--- src/rtl/dp_ctrl_pkg.sv ---
// Shared opcode constants, arbiter state encodings and the idle datapath
// control bundle used by the two-requester datapath arbiter.
package dp_ctrl_pkg;

    localparam logic [7:0] OP_NOP   = 8'h00;
    localparam logic [7:0] OP_ADDU  = 8'h05;
    localparam logic [7:0] OP_ADDUI = 8'h50;
    localparam logic [7:0] OP_CMP   = 8'h0B;

    localparam logic [1:0] ST_IDLE = 2'd0;
    localparam logic [1:0] ST_OWN0 = 2'd1;
    localparam logic [1:0] ST_OWN1 = 2'd2;

    typedef struct packed {
        logic [15:0] wEnable;
        logic [15:0] Imm_in;
        logic [7:0]  opcode;
        logic [3:0]  Rdest_sel;
        logic [3:0]  Rsrc_sel;
        logic        Imm_sel;
    } dp_bundle_t;

    // Idle bundle: no register write, NOP, immediate path selected.
    localparam dp_bundle_t DP_BUNDLE_DEFAULT = '{
        wEnable:   16'h0000,
        Imm_in:    16'h0000,
        opcode:    OP_NOP,
        Rdest_sel: 4'h0,
        Rsrc_sel:  4'h0,
        Imm_sel:   1'b1
    };

endpackage

--- src/rtl/datapath_arbiter_if.sv ---
// One datapath control bundle; master drives it, slave consumes it.
interface dp_bundle_if;
    import dp_ctrl_pkg::*;

    dp_bundle_t b;

    modport master (output b);
    modport slave  (input  b);
endinterface

--- src/rtl/datapath_arbiter_bundle_mux.sv ---
// Combinational 2:1 bundle select; falls back to the idle bundle when the
// owner is not actively requesting.
module datapath_bundle_mux
    import dp_ctrl_pkg::*;
(
    input  logic  sel_r0,
    input  logic  sel_r1,
    dp_bundle_if.slave  in_r0,
    dp_bundle_if.slave  in_r1,
    dp_bundle_if.master out_b
);

    always_comb begin
        out_b.b = DP_BUNDLE_DEFAULT;
        if (sel_r0) begin
            out_b.b = in_r0.b;
        end else if (sel_r1) begin
            out_b.b = in_r1.b;
        end
    end

endmodule

--- src/rtl/datapath_arbiter.sv ---
// Two-requester datapath arbiter: round-robin tie break, quantum-limited
// preemption with lock, zero-bubble handover and per-requester flag capture.
//   state   | meaning
//   IDLE    | nobody owns the datapath, idle bundle driven
//   OWN0    | requester 0 owns the datapath
//   OWN1    | requester 1 owns the datapath
module datapath_arbiter
    import dp_ctrl_pkg::*;
#(
    parameter int QUANTUM = 8
) (
    input  logic        clk,
    input  logic        reset,

    input  logic        req_r0,
    input  logic        lock_r0,
    input  logic [15:0] wEnable_r0,
    input  logic [15:0] Imm_in_r0,
    input  logic [7:0]  opcode_r0,
    input  logic [3:0]  Rdest_sel_r0,
    input  logic [3:0]  Rsrc_sel_r0,
    input  logic        Imm_sel_r0,

    input  logic        req_r1,
    input  logic        lock_r1,
    input  logic [15:0] wEnable_r1,
    input  logic [15:0] Imm_in_r1,
    input  logic [7:0]  opcode_r1,
    input  logic [3:0]  Rdest_sel_r1,
    input  logic [3:0]  Rsrc_sel_r1,
    input  logic        Imm_sel_r1,

    output logic        gnt_r0,
    output logic        gnt_r1,

    output logic [15:0] wEnable,
    output logic [15:0] Imm_in,
    output logic [7:0]  opcode,
    output logic [3:0]  Rdest_sel,
    output logic [3:0]  Rsrc_sel,
    output logic        Imm_sel,

    input  logic [4:0]  Flags_out,
    output logic [4:0]  flags_r0,
    output logic [4:0]  flags_r1
);

    localparam logic [3:0] Q_MAX  = 4'(QUANTUM);
    localparam logic [3:0] Q_LAST = 4'(QUANTUM - 1);

    logic [1:0] state_q,    state_d;
    logic [3:0] hold_cnt_q, hold_cnt_d;
    logic       last_gnt_q, last_gnt_d;
    logic [4:0] flags_r0_q, flags_r0_d;
    logic [4:0] flags_r1_q, flags_r1_d;

    logic act_r0, act_r1;

    dp_bundle_if r0_if ();
    dp_bundle_if r1_if ();
    dp_bundle_if out_if ();

    assign r0_if.b = '{wEnable: wEnable_r0, Imm_in: Imm_in_r0, opcode: opcode_r0,
                       Rdest_sel: Rdest_sel_r0, Rsrc_sel: Rsrc_sel_r0, Imm_sel: Imm_sel_r0};
    assign r1_if.b = '{wEnable: wEnable_r1, Imm_in: Imm_in_r1, opcode: opcode_r1,
                       Rdest_sel: Rdest_sel_r1, Rsrc_sel: Rsrc_sel_r1, Imm_sel: Imm_sel_r1};

    assign gnt_r0 = (state_q == ST_OWN0);
    assign gnt_r1 = (state_q == ST_OWN1);
    assign act_r0 = gnt_r0 && req_r0;
    assign act_r1 = gnt_r1 && req_r1;

    datapath_bundle_mux u_mux (
        .sel_r0 (act_r0),
        .sel_r1 (act_r1),
        .in_r0  (r0_if),
        .in_r1  (r1_if),
        .out_b  (out_if)
    );

    assign wEnable   = out_if.b.wEnable;
    assign Imm_in    = out_if.b.Imm_in;
    assign opcode    = out_if.b.opcode;
    assign Rdest_sel = out_if.b.Rdest_sel;
    assign Rsrc_sel  = out_if.b.Rsrc_sel;
    assign Imm_sel   = out_if.b.Imm_sel;
    assign flags_r0  = flags_r0_q;
    assign flags_r1  = flags_r1_q;

    always_comb begin
        state_d = state_q;
        case (state_q)
            ST_IDLE: begin
                if (req_r0 && req_r1) begin
                    state_d = last_gnt_q ? ST_OWN0 : ST_OWN1;
                end else if (req_r0) begin
                    state_d = ST_OWN0;
                end else if (req_r1) begin
                    state_d = ST_OWN1;
                end
            end
            ST_OWN0: begin
                if (!req_r0) begin
                    state_d = req_r1 ? ST_OWN1 : ST_IDLE;
                end else if (req_r1 && !lock_r0 && hold_cnt_q >= Q_LAST) begin
                    state_d = ST_OWN1;
                end
            end
            ST_OWN1: begin
                if (!req_r1) begin
                    state_d = req_r0 ? ST_OWN0 : ST_IDLE;
                end else if (req_r0 && !lock_r1 && hold_cnt_q >= Q_LAST) begin
                    state_d = ST_OWN0;
                end
            end
            default: state_d = ST_IDLE;
        endcase
    end

    // Any change of owner (including a direct handover) restarts the tenure.
    always_comb begin
        hold_cnt_d = hold_cnt_q;
        last_gnt_d = last_gnt_q;
        if (state_d == ST_IDLE || state_d != state_q) begin
            hold_cnt_d = 4'd0;
        end else if (hold_cnt_q < Q_MAX) begin
            hold_cnt_d = hold_cnt_q + 4'd1;
        end
        if (state_d != state_q && state_d == ST_OWN0) last_gnt_d = 1'b0;
        if (state_d != state_q && state_d == ST_OWN1) last_gnt_d = 1'b1;
    end

    always_comb begin
        flags_r0_d = flags_r0_q;
        flags_r1_d = flags_r1_q;
        if (act_r0 && opcode_r0 != OP_NOP) flags_r0_d = Flags_out;
        if (act_r1 && opcode_r1 != OP_NOP) flags_r1_d = Flags_out;
    end

    always_ff @(posedge clk) begin
        if (reset) begin
            state_q    <= ST_IDLE;
            hold_cnt_q <= 4'd0;
            last_gnt_q <= 1'b1;
            flags_r0_q <= 5'd0;
            flags_r1_q <= 5'd0;
        end else begin
            state_q    <= state_d;
            hold_cnt_q <= hold_cnt_d;
            last_gnt_q <= last_gnt_d;
            flags_r0_q <= flags_r0_d;
            flags_r1_q <= flags_r1_d;
        end
    end

endmodule

--- config.mk ---
export PLATFORM = sky130hd
export DESIGN_NAME = datapath_arbiter
export DESIGN_NICKNAME = d
export VERILOG_FILES = /design/src/rtl/dp_ctrl_pkg.sv /design/src/rtl/datapath_arbiter_if.sv /design/src/rtl/datapath_arbiter_bundle_mux.sv /design/src/rtl/datapath_arbiter.sv
export SDC_FILE = /design/constraint.sdc
export NUM_CORES = 1
export LEC_CHECK = 0
export BUFFER_PORTS_ARGS = -buffer_cell sky130_fd_sc_hd__buf_2
export CELL_PAD_IN_SITES_DETAIL_PLACEMENT = 1
export CELL_PAD_IN_SITES_GLOBAL_PLACEMENT = 1
export CORE_ASPECT_RATIO = 1.25
export CORE_MARGIN = 10
export CORE_UTILIZATION = 20
export CTS_BUF_LIST = sky130_fd_sc_hd__clkbuf_4 sky130_fd_sc_hd__clkbuf_8
export DETAILED_ROUTE_END_ITERATION = 12
export HOLD_SLACK_MARGIN = 0.1
export MAX_ROUTING_LAYER = met4
export PLACE_DENSITY_LB_ADDON = 0.2
export SYNTH_ARGS = -nofsm -noshare
export SYNTH_HDL_FRONTEND = slang
export SYNTH_HIERARCHICAL = 1
export SYNTH_SLANG_ARGS = --single-unit
--- constraint.sdc ---
create_clock -name clk -period 1.6 [get_ports clk]
set_clock_uncertainty 0.05 [all_clocks]
set_input_delay 0.08 -clock clk [delete_from_list [all_inputs] [get_ports clk]]
set_output_delay 0.08 -clock clk [all_outputs]
set_load 0.02 [all_outputs]
==> flow_summary.json, run 1 <==
{
  "synthFlopType": "dfxtp_1",
  "violations": "setup timing",
  "die_x_um": 96.52,
  "wl_per_cell_um": 21.76,
  "setup_violations": 51,
  "yosys-mux-area-fraction": 0.07521,
  "regToRegSetupSlack_ns": -0.15,
  "antenna_found_initial": 1,
  "pwr-share-comb": 0.502,
  "power_density_mw_per_mm2": 467.1,
  "die_y_um": 115.7,
  "clock_latency_ns": 0.25,
  "synth-compound-area-share": 0.4274,
  "peakVddDrop_uv": 559.7,
  "synthAdderAreaFrac": 0.008547,
  "period_share": 1.101,
  "synth_area_mm2": 0.001464,
  "synth_edf_count": 0,
  "via_count": 2245,
  "layout_common_cells": "120 x buf_2, 62 x buf_6, 45 x a22o_1",
  "cts_root_buffer": "clkbuf_8",
  "p_sw_frac": 0.3412,
  "r2r_end": "hold_cnt_q[3]",
  "ys_seq_elements": 17,
  "crit_path_start": "state_q[1]",
  "yosys_warnings": 6,
  "synth_xor_area_frac": 0.01197,
  "synth_top_family_by_area": "compound AO/OA/AOI/OAI gates",
  "avgSynthCellArea_um2": 8.926,
  "r2r_start": "state_q[0]",
  "cts_sinks": 17,
  "fmax_ghz": 0.5677,
  "p_switching_uw": 543.4,
  "rsz0062_at_grt": "true",
  "ios": 170,
  "yosys.cell_types.count": 42,
  "area_growth_pct": 132.9,
  "grt_pass1_vias": 2554,
  "gr-total-overflow": 0,
  "start_util": 0.2073,
  "drt-pass1-iter-count": 4,
  "leakage_nw": 1.655,
  "slew_headroom": 0.6068,
  "clockPowerShare": 0.212,
  "dp_hpwl_um": 7622,
  "die_area_mm2": 0.01116,
  "cap_violations": 0,
  "maxSlewViolCount": 0,
  "cp_max_fo": 5,
  "worstSetupStartpointType": "flop",
  "cts_max_level": 1,
  "dp_slack_ns": -0.1085,
  "yosysTopAreaCellShare": 0.2752,
  "internal_power_mw": 1.049,
  "status": "finished with violations",
  "pwr-share-seq": 0.286,
  "worstMarginPinSlew_ns": 0.5884,
  "ys_async_sr_fraction": 0,
  "grt_pass1_wl_um": 13860,
  "cp_data_required_time_ns": 1.47,
  "detail-route-antenna-nets": 0,
  "hold_class": "in -> reg",
  "cp.arrival_ns": 1.63,
  "num_rows": 34,
  "grt_usage": 0.1612,
  "hold_viol_final": 0,
  "layout_commonest_cell": "buf_2",
  "layout_min_cycle_time_ns": 1.762,
  "gp_congestion": 0.8503,
  "ys_seq_area_frac": 0.2325,
  "total_power_mw": 1.593,
  "synthTopCellsByArea": "a22o_1 28%, dfxtp_1 23%, mux2i_1 7.5%, buf_6 4.6%, nor2_1 3.1%",
  "clkTransAtPathRegs_ns": 0.07,
  "coreArea_mm2": 0.007062,
  "grt_max_degree": 27,
  "post-route-drc-count": 0,
  "placed_cells": 431,
  "cts_buffers": 3,
  "r2r_cells": 5,
  "clock_path_buffers": 2,
  "final_nets": 482,
  "drt-initial-drc-count": 93,
  "yosys.area_share.simple": 0.1513,
  "endpoint_kind": "primary output",
  "syn_nets": 274,
  "criticalPathCategory": "reg -> out",
  "port-buffer-count": 169,
  "syn_inst": 164,
  "layout.cells.non_filler": 462,
  "via_per_inst": 4.859,
  "synth_top_area_cell": "a22o_1",
  "setup_slack_ns": -0.1616,
  "cts_tree": "done",
  "endpoint": "Imm_in[14]",
  "drive_gt1_frac": 0.6765,
  "totalWireLength_um": 10060
}
[what timing repair did]
item                       in CTS  in global routing
hold buffers                    5                  0
gates cloned                    4                  2
pin swaps                      11                 16
resized for setup             125                 28
hold endpoints to repair       10                  0
buffers inserted               10                  8
setup endpoints to repair      58                 60
[Yosys cell counts, types with 2 or more instances]
library cell	instances
nor2b_1	2
mux2i_1	11
buf_4	2
inv_1	6
dfxtp_1	17
a21oi_1	3
nand2_1	8
a22o_1	46
nor2_1	12
nor2b_4	2
and2b_2	2
clkbuf_1	3
a2111oi_1	3
buf_6	6
a31oi_1	2
nand3b_1	3
a21oi_2	2
buf_2	4
nand2b_1	2
nor4_1	4
o21ai_1	3
[metrics by stage]
step	setup TNS, ns	utilization	cell area [um2]	hold WS (ns)
after global routing	-9.973	0.4828	3410	0.1437
after floorplan	0	-	1474	0.1772
after CTS	-6.053	0.4566	3224	0.1370
after detailed placement	-0.5029	0.3563	2516	0.3017
final	-5.618	0.4828	3410	0.1277
after global placement	-0.2451	0.3563	2516	0.2867
[power groups by stage]
| stage | clock network, mW | logic (mW) | registers, mW |
|---|---|---|---|
| 4_1_cts | 0.352 | 0.744 | 0.456 |
| 3_3_place_gp | 0 | 0.560 | 0.465 |
| 2_1_floorplan | 0 | 0.283 | 0.468 |
| 5_1_grt | 0.372 | 0.852 | 0.459 |
| 3_5_place_dp | 0 | 0.566 | 0.466 |
| 6_report | 0.338 | 0.799 | 0.455 |
[final cells by class]
cell class | count | area (um2)
fillers | 847 | 3652
repair buffers | 218 | 1682
multi-input cells | 126 | 1191
flip-flops and latches | 17 | 350.3
well taps | 90 | 112.6
clock buffers | 4 | 48.80
inverters | 6 | 22.52
diodes | 1 | 2.502
[critical path: stages (launching register included)]
cell	delay, ns
dfxtp_4	0.36
nand3b_1	0.20
inv_2	0.14
nor2b_4	0.07
buf_6	0.13
buf_4	0.14
a22o_1	0.21
buf_6	0.14
[sequential cells by signal (all words and copies together), names as in the netlist]
| signal | flops |
|---|---|
| flags_r1 | 5 |
| flags_r0 | 5 |
| last_gnt_q | 1 |
| hold_cnt_q | 4 |
| state_q | 2 |
[per-layer routing]
| metal | wire, um | GRT usage | part of all wire |
|---|---|---|---|
| met5 | 0 | - | 0 |
| met2 | 5514 | 0.3214 | 0.55 |
| met1 | 3207 | 0.1426 | 0.32 |
| met4 | 277 | 0.04175 | 0.028 |
| met3 | 1056 | 0.04078 | 0.11 |
[worst min path at each step]
| stage | to | cells after the start | from |
|---|---|---|---|
| 4_1_cts | flags_r0[2] | 2 | reset |
| 2_1_floorplan | flags_r0[0] | 2 | Flags_out[0] |
| 3_3_place_gp | flags_r0[3] | 3 | Flags_out[3] |
| 3_5_place_dp | flags_r0[2] | 3 | Flags_out[2] |
| 5_1_grt | flags_r0[3] | 2 | reset |
| 6_report | flags_r0[1] | 2 | reset |
[cells by family (layout without fill, tap and decap cells)]
kind of cell / after synthesis / after routing
buffers and inverters: 21 / 228
adders and majority gates: 1 / 1
muxes: 11 / 11
DFF: 17 / 17
and+or+nand+nor: 39 / 39
xor gates and xnor gates: 2 / 2
AOI/OAI and AO/OA: 73 / 73
other: 0 / 1
(Power assumes the default switching activity.)
==> run 2, diff against run 1 <==
CAP_MARGIN = 15   (was not set)
RECOVER_POWER = 25   (was not set)
==> run 2 against run 1 <==
Effect of this change: the run still ends with setup timing left; via count barely moved; sequential share of layout area hardly changed; setup slack unchanged; total power about the same; count of clock-buffer cells in the layout is the same; final area is 0.18% lower; maximum frequency unchanged; first-iteration DRC count unchanged; largest power group unchanged.
==> flow_summary.json, run 2 (synthesis gave the netlist of run 1 again) <==
{
  "status": "finished with violations",
  "violations": "setup timing",
  "register_area_um2": 350.3,
  "internal_power_mw": 1.048,
  "cap_violations": 0,
  "clock_path_buffers": 2,
  "wl_per_cell_um": 21.76,
  "stdcell_area_mm2": 0.003403,
  "grt_pass1_wl_um": 13860,
  "totalWireLength_um": 10050,
  "pwr-share-seq": 0.286,
  "period_share": 1.101,
  "area_growth_pct": 132.5,
  "hold_viol_final": 0,
  "endpoint": "Imm_in[14]",
  "gr-total-overflow": 0,
  "leakage_nw": 1.633,
  "worstSetupStartpointType": "flop",
  "p_sw_frac": 0.3415,
  "total_power_mw": 1.592,
  "crit_chain": "nand3b_1 -> inv_2 -> nor2b_4 -> buf_6 -> buf_4 -> a22o_1 -> buf_6",
  "layout.cells.non_filler": 462,
  "die_x_um": 96.52,
  "via_count": 2244,
  "grt_usage": 0.1612,
  "clock_latency_ns": 0.25,
  "via_per_inst": 4.857,
  "post_dp_cell_area_mm2": 0.002516,
  "maxSlewViolCount": 0,
  "clkTransAtPathRegs_ns": 0.07,
  "cp.arrival_ns": 1.63,
  "dp_hpwl_um": 7622,
  "regToRegSetupSlack_ns": -0.15,
  "cts_max_level": 1,
  "layout_commonest_cell": "buf_2",
  "num_rows": 34,
  "antenna_found_initial": 1,
  "start_util": 0.2073,
  "rsz0062_at_grt": "true",
  "cp_top_family": "buffers and inverters",
  "die_area_mm2": 0.01116,
  "clockPowerShare": 0.212,
  "layout_min_cycle_time_ns": 1.762,
  "r2r_end": "hold_cnt_q[3]",
  "grt_max_degree": 27,
  "fmax_ghz": 0.5677,
  "power_density_mw_per_mm2": 467.8,
  "criticalPathCategory": "reg -> out",
  "hold_class": "in -> reg",
  "crit_path_start": "state_q[1]",
  "hold-worst-slack_ns": 0.1276,
  "cp_data_required_time_ns": 1.47,
  "peakVddDrop_uv": 559.7,
  "setup_slack_ns": -0.1616,
  "gp_congestion": 0.8503,
  "nFillCells": 852,
  "cts_sinks": 17,
  "final_nets": 482,
  "slew_headroom": 0.6068,
  "cpPeakStageDelay_ns": 0.36,
  "endpoint_kind": "primary output",
  "die_y_um": 115.7,
  "r2r_start": "state_q[0]",
  "worst-path-stages": 7,
  "port-buffer-count": 169,
  "drt-pass1-iter-count": 4,
  "pwr-share-comb": 0.502,
  "coreArea_mm2": 0.007062,
  "post-route-drc-count": 0,
  "cpMaxStageDelayCell": "dfxtp_4",
  "layout_common_cells": "115 x buf_2, 62 x buf_6, 45 x a22o_1",
  "cts_tree": "done",
  "grt_pass1_vias": 2554,
  "hold_path_depth": 2,
  "drt-initial-drc-count": 93,
  "cts_root_buffer": "clkbuf_8",
  "drive_gt1_frac": 0.6631,
  "fin_util": 0.4819,
  "detail-route-antenna-nets": 0,
  "dp_slack_ns": -0.1085,
  "p_switching_uw": 543.6,
  "critical_path_buf_inv_count": 4,
  "placed_cells": 431,
  "cts_buffers": 3,
  "cp_max_fo": 5,
  "setup_tns_ns": -5.618,
  "cpMostUsedCell": "buf_6",
  "r2r_cells": 5,
  "worstMarginPinSlew_ns": 0.5884,
  "ios": 170,
  "setup_violations": 51,
  "hp-start": "reset",
  "multi_input_area_mm2": 0.001191
}
run 2: worst min path at each step:
| stage | to | slack [ns] |
|---|---|---|
| after floorplan | flags_r0[0] | 0.18 |
| after detailed placement | flags_r0[2] | 0.30 |
| final | flags_r0[1] | 0.13 |
| after global placement | flags_r0[3] | 0.29 |
| after CTS | flags_r0[2] | 0.14 |
| after global routing | flags_r0[3] | 0.14 |
run 2: layer usage:
metal	vias up	wire length (um)	GRT usage
met5	-	0	-
met4	0	277	0.04175
met3	18	1057	0.04078
met2	118	5514	0.3214
met1	1042	3201	0.1426
li1	1066	-	-
run 2: power groups by stage:
stage / Combinational (mW) / Sequential [mW] / Clock (mW)
finish: 0.799 / 0.455 / 0.338
global route: 0.851 / 0.459 / 0.372
CTS: 0.744 / 0.456 / 0.352
detailed placement: 0.566 / 0.466 / 0
global placement: 0.560 / 0.465 / 0
floorplan: 0.283 / 0.468 / 0
run 2: cell type report:
cell class              count  area share
inverters                   6    0.006618
repair buffers            218      0.4923
clock buffers               4     0.01434
diodes                      1   0.0007353
well taps                  90     0.03309
flip-flops and latches     17      0.1029
multi-input cells         126      0.3500
run 2: what timing repair did:
| action | in CTS | in global routing |
|---|---|---|
| gates cloned | 4 | 2 |
| endpoints found under the setup margin | 58 | 60 |
| buffers inserted | 10 | 8 |
| resized for setup | 125 | 28 |
| pin swaps | 11 | 16 |
| hold buffers | 5 | 0 |
| endpoints found under the hold margin | 10 | 0 |
==> run 3, diff against run 2 <==
CORE_UTILIZATION = 24   (was 20)
CTS_CLUSTER_SIZE = 25   (was not set)
HOLD_SLACK_MARGIN = 0.06   (was 0.1)
clock period = 2.2 ns   (was 1.6 ns; I/O delays follow)
==> run 3 against run 2 <==
Effect of this change: the flow now finishes without violations; core utilization shrank 7.5 points; flip-flop and latch count is the same; count of clock-buffer cells in the layout is the same; sequential share of layout area grew 4.1 points; clock power shrank 29%; global-route usage is essentially flat; hold slack lost 0.064 ns; final cell count shrank 11%; register-to-register slack gained 0.50 ns.
==> flow_summary.json, run 3 (synthesis gave the netlist of run 1 again) <==
{
  "status": "complete, no violations",
  "setup_slack_ns": 0.2911,
  "clockPowerShare": 0.252,
  "die_x_um": 89.86,
  "internal_power_uw": 633.1,
  "worstSetupStartpointType": "flop",
  "cts_max_level": 1,
  "gp_congestion": 0.7598,
  "cp_max_fo": 30,
  "fin_util": 0.4070,
  "endpoint_kind": "primary output",
  "drt-initial-drc-count": 46,
  "die_area_mm2": 0.009643,
  "post-route-drc-count": 0,
  "period_share": 0.8677,
  "hold_viol_final": 0,
  "ios": 170,
  "hold_class": "in -> reg",
  "fmax_ghz": 0.5239,
  "cp_top_family": "buffers and inverters",
  "dp_slack_ns": 0.2668,
  "detail-route-antenna-nets": 0,
  "register_area_um2": 342.8,
  "crit_chain": "nand3b_1 -> inv_1 -> nor2b_4 -> buf_6 -> a22o_1 -> buf_2",
  "area_growth_pct": 62.82,
  "final_nets": 440,
  "grt_usage": 0.1611,
  "multi_input_area_um2": 978.4,
  "stdcell_area_mm2": 0.002384,
  "cts_tree": "done",
  "num_rows": 31,
  "cap_violations": 0,
  "maxSlewViolCount": 0,
  "cts_sinks": 17,
  "nFillCells": 776,
  "pwr-share-comb": 0.398,
  "die_y_um": 107.3,
  "grt_max_degree": 31,
  "setup_tns_ns": 0,
  "p_sw_frac": 0.3388,
  "p_switching_uw": 324.4,
  "layout_commonest_cell": "buf_2",
  "wl_per_cell_um": 20.10,
  "leakage_nw": 1.265,
  "clock_path_buffers": 2,
  "cts_root_buffer": "clkbuf_8",
  "cpPeakStageDelay_ns": 0.38,
  "drive_gt1_frac": 0.5410,
  "pwr-share-seq": 0.350,
  "grt_pass1_vias": 2187,
  "via_per_inst": 4.893,
  "cts_buffers": 3,
  "start_util": 0.2499,
  "post_dp_cell_area_mm2": 0.002336,
  "critical_path_buf_inv_count": 3,
  "setup_violations": 0,
  "dp_hpwl_um": 7265,
  "grt_pass1_wl_um": 12420,
  "clock_latency_ns": 0.24,
  "layout_common_cells": "159 x buf_2, 46 x a22o_1, 15 x dfxtp_1",
  "via_count": 2016,
  "layout_min_cycle_time_ns": 1.909,
  "criticalPathCategory": "reg -> out",
  "coreArea_mm2": 0.005857,
  "port-buffer-count": 169,
  "peakVddDrop_uv": 313.7,
  "totalWireLength_um": 8281,
  "cpMaxStageDelayCell": "dfxtp_2",
  "power_density_mw_per_mm2": 401.7,
  "antenna_found_initial": 1,
  "cp_data_required_time_ns": 2.04,
  "gr-total-overflow": 0,
  "worstMarginPinSlew_ns": 0.7019,
  "rsz0062_at_grt": "false",
  "slew_headroom": 0.5320,
  "clkTransAtPathRegs_ns": 0.06,
  "drt-pass1-iter-count": 4,
  "cp.arrival_ns": 1.75,
  "holdBufCountCts": 0
}
## run 3: changes by cell type in the layout (fill, tap and decap cells not counted), sizes merged
cell	change
dlygate4sd3	-5
clkbuf	+4
buf	-41
## run 3: path summary, 6_finish.rpt
| path | startpoint | cells after the start | end | slack, ns |
|---|---|---|---|---|
| setup reg to reg | hold_cnt_q[0] | 5 | hold_cnt_q[2] | 0.35 |
| setup / recovery | state_q[0] | 6 | Imm_in[8] | 0.29 |
| hold / removal | Flags_out[0] | 3 | flags_r1[0] | 0.06 |
| hold reg to reg | flags_r1[0] | 2 | flags_r1[0] | 0.45 |
## run 3: what timing repair did
| action | CTS | global route |
|---|---|---|
| cloned | 0 | 0 |
| gates resized for setup | 1 | 2 |
| hold endpoints to repair | 0 | 0 |
| setup buffers | 0 | 2 |
| setup endpoints to repair | 1 | 46 |
## run 3: worst min-delay path, stage by stage
cell,delay [ns]
buf_2,0.09
mux2i_1,0.06
nor2_1,0.07
## run 3: area by class of cell
type | count | area share
multi-input cells | 126 | 0.4105
repair buffers | 176 | 0.3717
flip-flops and latches | 17 | 0.1438
well taps | 82 | 0.04304
clock buffers | 4 | 0.02047
inverters | 6 | 0.009449
diodes | 1 | 0.001050
## run 3: power by group through the flow
stage	combinational [mW]	clock, mW	sequential [mW]
floorplan	0.205	0	0.341
finish	0.381	0.241	0.335
detailed placement	0.387	0	0.341
global placement	0.383	0	0.341
global route	0.414	0.265	0.338
CTS	0.389	0.249	0.335
## run 3: layer usage
layer	vias to the layer above	GRT usage	wire, um
met1	927	0.1822	3460
li1	976	-	-
met4	0	0.01367	5
met2	111	0.2879	4191
met5	-	-	0
met3	2	0.04466	624
## run 3: through the flow
step,power (mW),instances,hold WS [ns]
5_1_grt,1.018,412,0.08878
3_3_place_gp,0.7241,405,0.3123
6_report,0.9575,412,0.06357
2_1_floorplan,0.5455,164,0.2072
4_1_cts,0.9723,409,0.06236
3_5_place_dp,0.7284,405,0.3252
